## src/rtl/ysyx_24110006_pkg.sv

```systemverilog
// Shared definitions for the write-back unit: FSM state encoding and load funct3 codes.
package ysyx_24110006_pkg;

  typedef enum logic [1:0] {
    IDLE     = 2'd0,
    WAIT_MEM = 2'd1,
    COMMIT   = 2'd2
  } wbu_state_e;

  localparam logic [2:0] LB  = 3'b000;
  localparam logic [2:0] LH  = 3'b001;
  localparam logic [2:0] LW  = 3'b010;
  localparam logic [2:0] LBU = 3'b100;
  localparam logic [2:0] LHU = 3'b101;

endpackage

```

## src/rtl/ysyx_24110006_load_align.sv

```systemverilog
// Formats an aligned 32-bit memory word into the load result selected by funct3 and addr_lo.
module ysyx_24110006_load_align
  import ysyx_24110006_pkg::*;
(
  input  logic [31:0] rdata,
  input  logic [2:0]  funct3,
  input  logic [1:0]  addr_lo,
  output logic [31:0] formatted
);

  logic [31:0] shifted;

  // Misaligned halfwords simply take whatever bits the shift leaves behind.
  always_comb begin
    shifted = rdata >> {addr_lo, 3'b000};
    case (funct3)
      LB:      formatted = {{24{shifted[7]}}, shifted[7:0]};
      LH:      formatted = {{16{shifted[15]}}, shifted[15:0]};
      LBU:     formatted = {24'b0, shifted[7:0]};
      LHU:     formatted = {16'b0, shifted[15:0]};
      default: formatted = shifted;
    endcase
  end

endmodule

```

## src/rtl/ysyx_24110006_wbu.sv

```systemverilog
// Write-back unit: accepts one retiring instruction, waits for load data, issues one regfile write.
// Optional retired-instruction counter o_instret when YSYX_24110006_WBU_INSTRET_EN is defined.
module ysyx_24110006_wbu
  import ysyx_24110006_pkg::*;
#(
  parameter int DATA_WIDTH = 32,
  parameter int ADDR_WIDTH = 5
) (
  input  logic                  i_clock,
  input  logic                  i_reset,
  input  logic                  i_valid,
  output logic                  o_ready,
  input  logic [31:0]           i_pc,
  input  logic [DATA_WIDTH-1:0] i_result,
  input  logic [ADDR_WIDTH-1:0] i_rd,
  input  logic                  i_wen,
  input  logic                  i_is_load,
  input  logic [2:0]            i_funct3,
  input  logic [1:0]            i_addr_lo,
  input  logic                  i_mem_rvalid,
  input  logic [31:0]           i_mem_rdata,
`ifdef YSYX_24110006_WBU_INSTRET_EN
  output logic [63:0]           o_instret,
`endif
  output logic                  o_valid,
  output logic [DATA_WIDTH-1:0] o_wdata,
  output logic [ADDR_WIDTH-1:0] o_waddr,
  output logic                  o_wen,
  output logic [31:0]           o_pc
);

  wbu_state_e  state;
  logic [2:0]  funct3_q;
  logic [1:0]  addr_lo_q;
  logic [31:0] load_data;

  ysyx_24110006_load_align u_load_align (
    .rdata     (i_mem_rdata),
    .funct3    (funct3_q),
    .addr_lo   (addr_lo_q),
    .formatted (load_data)
  );

  assign o_ready = (state == IDLE);

  // NOTE: sequential state uses non-blocking assignments only, so every register
  // samples pre-edge values regardless of statement order.
  always_ff @(posedge i_clock) begin
    if (i_reset) begin
      state     <= IDLE;
      o_valid   <= 1'b0;
      o_wdata   <= '0;
      o_waddr   <= '0;
      o_wen     <= 1'b0;
      o_pc      <= '0;
      funct3_q  <= '0;
      addr_lo_q <= '0;
    end else begin
      case (state)
        IDLE: begin
          if (i_valid) begin
            o_pc      <= i_pc;
            o_waddr   <= i_rd;
            o_wen     <= i_wen;
            funct3_q  <= i_funct3;
            addr_lo_q <= i_addr_lo;
            if (i_is_load) begin
              state <= WAIT_MEM;
            end else begin
              o_wdata <= i_result;
              o_valid <= 1'b1;
              state   <= COMMIT;
            end
          end
        end
        WAIT_MEM: begin
          if (i_mem_rvalid) begin
            o_wdata <= load_data[DATA_WIDTH-1:0];
            o_valid <= 1'b1;
            state   <= COMMIT;
          end
        end
        COMMIT: begin
          o_valid <= 1'b0;
          state   <= IDLE;
        end
        default: begin
          o_valid <= 1'b0;
          state   <= IDLE;
        end
      endcase
    end
  end

`ifdef YSYX_24110006_WBU_INSTRET_EN
  // Counts every commit, including those that do not write rd; wraps naturally.
  always_ff @(posedge i_clock) begin
    if (i_reset) begin
      o_instret <= '0;
    end else if (state == COMMIT) begin
      o_instret <= o_instret + 64'd1;
    end
  end
`endif

endmodule

```

## config.mk

```make
export PLATFORM = sky130hd
export DESIGN_NAME = ysyx_24110006_wbu
export DESIGN_NICKNAME = d
export VERILOG_FILES = /design/src/rtl/ysyx_24110006_pkg.sv /design/src/rtl/ysyx_24110006_load_align.sv /design/src/rtl/ysyx_24110006_wbu.sv
export SDC_FILE = /design/constraint.sdc
export NUM_CORES = 1
export LEC_CHECK = 0
export CAP_MARGIN = 5
export CORE_MARGIN = 2
export CORE_UTILIZATION = 44
export DETAILED_ROUTE_END_ITERATION = 12
export PLACE_DENSITY = 0.91
export SYNTH_ARGS = -nofsm -noshare
export SYNTH_HDL_FRONTEND = slang
export SYNTH_SLANG_ARGS = --single-unit
export TNS_END_PERCENT = 10
```

## constraint.sdc

```tcl
create_clock -name i_clock -period 4.55 [get_ports i_clock]
set_input_delay 0.455 -clock i_clock [delete_from_list [all_inputs] [get_ports i_clock]]
set_output_delay 0.455 -clock i_clock [all_outputs]
set_load 0.05 [all_outputs]
```

==> metrics.cfg <==
[synth]
synth_fp_nets=558
ys_seq_elements=78
syn_area_per_cell_um2=8.44
yosysWarnings=0
synth_edf_count=0
synthCells=446
syn_area_mm2=0.00376
ys_types=38
synth-async-reset-ratio_pct=0
seq_area_frac_synth_pct=41.5
ys.flop_type=dfxtp_1

[floorplanning]
die_x_um=96.5
die-area_mm2=0.00931
core-area_mm2=0.00826
die-height_um=96.5
rows=33
pin_count=184
start_util_pct=45.6

[clocking]
h-tree-depth=3
clock-root-buffer=clkbuf_8
numCtsBuffers=9
cts_sinks=78
cts_hold_buf=0
cts_resized=0
clk_latency_ns=0.35
cts_tree=yes
cts_setup_buffers=0
path_clk_slew_ns=0.08
cts_buffer_depth=2

[timing]
timing.final.crit_share_pct=59.8
fin_setup_tns_ns=0
timing.fmax_mhz=367
hold_viol=0
fin_crit_ns=2.72
final.setup_skew_ns=0.00525
slew_headroom_pct=36.0
setup_viol=0
tightest_slew_ns=0.953
rsz0062_at_grt=false
report.final.slew_viol_count=0

[worst_setup_path]
cp_max_fo=22
crit_arrival_ns=2.90
slowest_stage=a311oi_1
cp_num_buf_inv=1
path_depth=5
cp_top_family=compound AO/OA/AOI/OAI gates
slowest_delay_ns=0.75
crit_path_start=state[0]$_SDFFE_PP0P_
worst_r2r_path_depth=5
crit_chain=buf_4 > or3b_1 > a21o_1 > a311oi_1 > a211oi_1
reg2reg_slack_ns=1.83
path_class=reg2reg
cp-end-kind=flop
r2r-end=o_wdata[20]$_SDFFE_PP0P_
cp-start-kind=flop
required_ns=4.73
r2r_start=state[0]$_SDFFE_PP0P_

[job]
drv_cap=0

[pwr]
peakVddDrop_v=0.000220
swShare_pct=33.2
switchingPower_w=0.000641
p_comb_share_pct=30.2
pwr-share-clk_pct=30.0
seqPwrFrac_pct=39.8
p_int_w=0.00129
p_leak_nw=2.08
p_per_area_mw_per_mm2=333

[place]
hpwl_um=9220
gp_congestion=0.886
place_area_mm2=0.00558
port_buffers=183

[drt]
dr.first_iter.drc_count=216
vias=3904
vias_per_cell=5.44
firstDrtPassIters=5
routed_wl_um=12200
ant_nets=0
wl_per_cell_um=16.9
post-route-drc-count=0

[worst_hold_path]
worstHoldPathCells=2
min_to=o_pc[1]$_SDFFE_PP0P_
hold_class=reg2reg
worstHoldStart=o_pc[1]$_SDFFE_PP0P_

[grt]
grt_pass1_vias=3735
top_usage_layer=met2
grt_use_total_pct=25.5
grt_overflow=0
antenna_found_initial=0
use_met2_pct=45.0
use_met1_pct=29.4
grt_pass1_wl_um=18200
grtUsageMet3_pct=5.20
grt_max_degree=65

[final_layout]
fin_area_mm2=0.00580
area_growth_pct=54.1
diodes=0
layout.nets=720
layout-drive-gt1-share_pct=7.83

[run_status]
status=complete, no violations

cell usage in the layout (no fill, tap or decap), types with 2 or more instances in the layout:
| cell type | netlist | final |
|---|---|---|
| mux4_2 | 8 | 8 |
| nor2_1 | 29 | 29 |
| nand2b_1 | 3 | 3 |
| clkinv_4 | 0 | 2 |
| buf_4 | 1 | 6 |
| clkdlybuf4s50_1 | 0 | 182 |
| o21bai_1 | 7 | 7 |
| clkbuf_8 | 0 | 9 |
| inv_1 | 18 | 18 |
| o21ai_0 | 2 | 2 |
| a31oi_1 | 9 | 9 |
| mux2i_1 | 10 | 10 |
| mux2_2 | 7 | 7 |
| o32ai_2 | 9 | 9 |
| nand3b_1 | 2 | 2 |
| bufinv_16 | 0 | 2 |
| a21oi_1 | 61 | 61 |
| nor2b_1 | 11 | 11 |
| o32ai_1 | 7 | 7 |
| a21o_1 | 10 | 10 |
| o2bb2ai_1 | 7 | 7 |
| nor4_1 | 7 | 7 |
| a211oi_1 | 15 | 15 |
| dfxtp_1 | 78 | 78 |
| nand2_1 | 96 | 96 |
synthesized netlist by cell type, types with 2 or more instances:
cell type  count  share of area, %
nor2_1        29               2.9
o32ai_1        7               1.6
nor2b_1       11               1.8
dfxtp_1       78                42
inv_1         18               1.8
o2bb2ai_1      7               1.6
a31oi_1        9               1.5
o21ai_0        2              0.27
a211oi_1      15               3.0
mux2i_1       10               2.7
mux2_2         7               2.1
buf_2          6              0.80
a21o_1        10               2.0
buf_6          3              0.90
o21bai_1       7               1.4
nand2b_1       3              0.50
clkbuf_1      25               2.5
a21oi_1       61               8.1
mux4_2         8               4.8
o32ai_2        9               3.9
nand2_1       96               9.6
buf_1          2              0.20
nand3b_1       2              0.40
nor4_1         7               1.2
per-stage QoR:
stage	hold WS, ns	power [W]	instances	utilization (%)	setup WS, ns
floorplan	0.450	0.00113	446	-	2.47
global placement	0.441	0.00135	702	67.5	1.84
detailed placement	0.446	0.00136	702	67.5	1.72
CTS	0.457	0.00194	718	70.2	1.86
global route	0.481	0.00201	718	70.2	1.66
finish	0.459	0.00193	718	70.2	1.83
worst max-delay path by stage:
stage / to / slack, ns
2_1_floorplan: o_pc[26]$_SDFFE_PP0P_ / 2.47
3_3_place_gp: o_wdata[21]$_SDFFE_PP0P_ / 1.84
3_5_place_dp: o_wdata[20]$_SDFFE_PP0P_ / 1.72
4_1_cts: o_wdata[20]$_SDFFE_PP0P_ / 1.86
5_1_grt: o_wdata[21]$_SDFFE_PP0P_ / 1.66
6_report: o_wdata[20]$_SDFFE_PP0P_ / 1.83
worst reg2reg max path: stages, from the launching register on:
cell      delay (ns)
dfxtp_1         0.46
buf_4           0.30
or3b_1          0.56
a21o_1          0.28
a311oi_1        0.75
a211oi_1        0.20
registers in the layout, indices dropped and copies added, names as in the netlist:
| register | count |
|---|---|
| addr_lo_q | 2 |
| funct3_q | 3 |
| o_pc | 32 |
| o_valid | 1 |
| o_waddr | 5 |
| o_wdata | 32 |
| o_wen | 1 |
| state | 2 |
power by group through the flow:
stage                     clock network, W  logic [W]  registers, W
after floorplan                          0   0.000196      0.000934
after global placement                   0   0.000567      0.000781
after detailed placement                 0   0.000579      0.000785
after CTS                         0.000590   0.000582      0.000769
after global routing              0.000614   0.000616      0.000776
final                             0.000580   0.000583      0.000769
cell families (layout without fill, tap and decap cells):
family          Yosys count  in the layout  share of synthesized area [%]
flops                    78             78                           41.5
mux                      25             25                           9.54
compound gates          132            132                           24.5
simple gates            155            155                           17.7
buf+inv                  56            223                           6.78
layout make-up:
| type | count | area, um^2 |
|---|---|---|
| fill | 661 | 2460 |
| timing repair buffer | 189 | 1870 |
| clock inverter | 6 | 93.8 |
| sequential | 78 | 1560 |
| inverter | 18 | 67.6 |
| tap | 105 | 131 |
| multi-input combinational | 312 | 1950 |
| clock buffer | 10 | 128 |
routing by layer:
layer / vias up / routed length, um
met4: 0 / 422
met1: 1822 / 4730
li1: 1889 / -
met2: 163 / 6220
met5: - / 0
met3: 30 / 793
(Power assumes the default switching activity.)
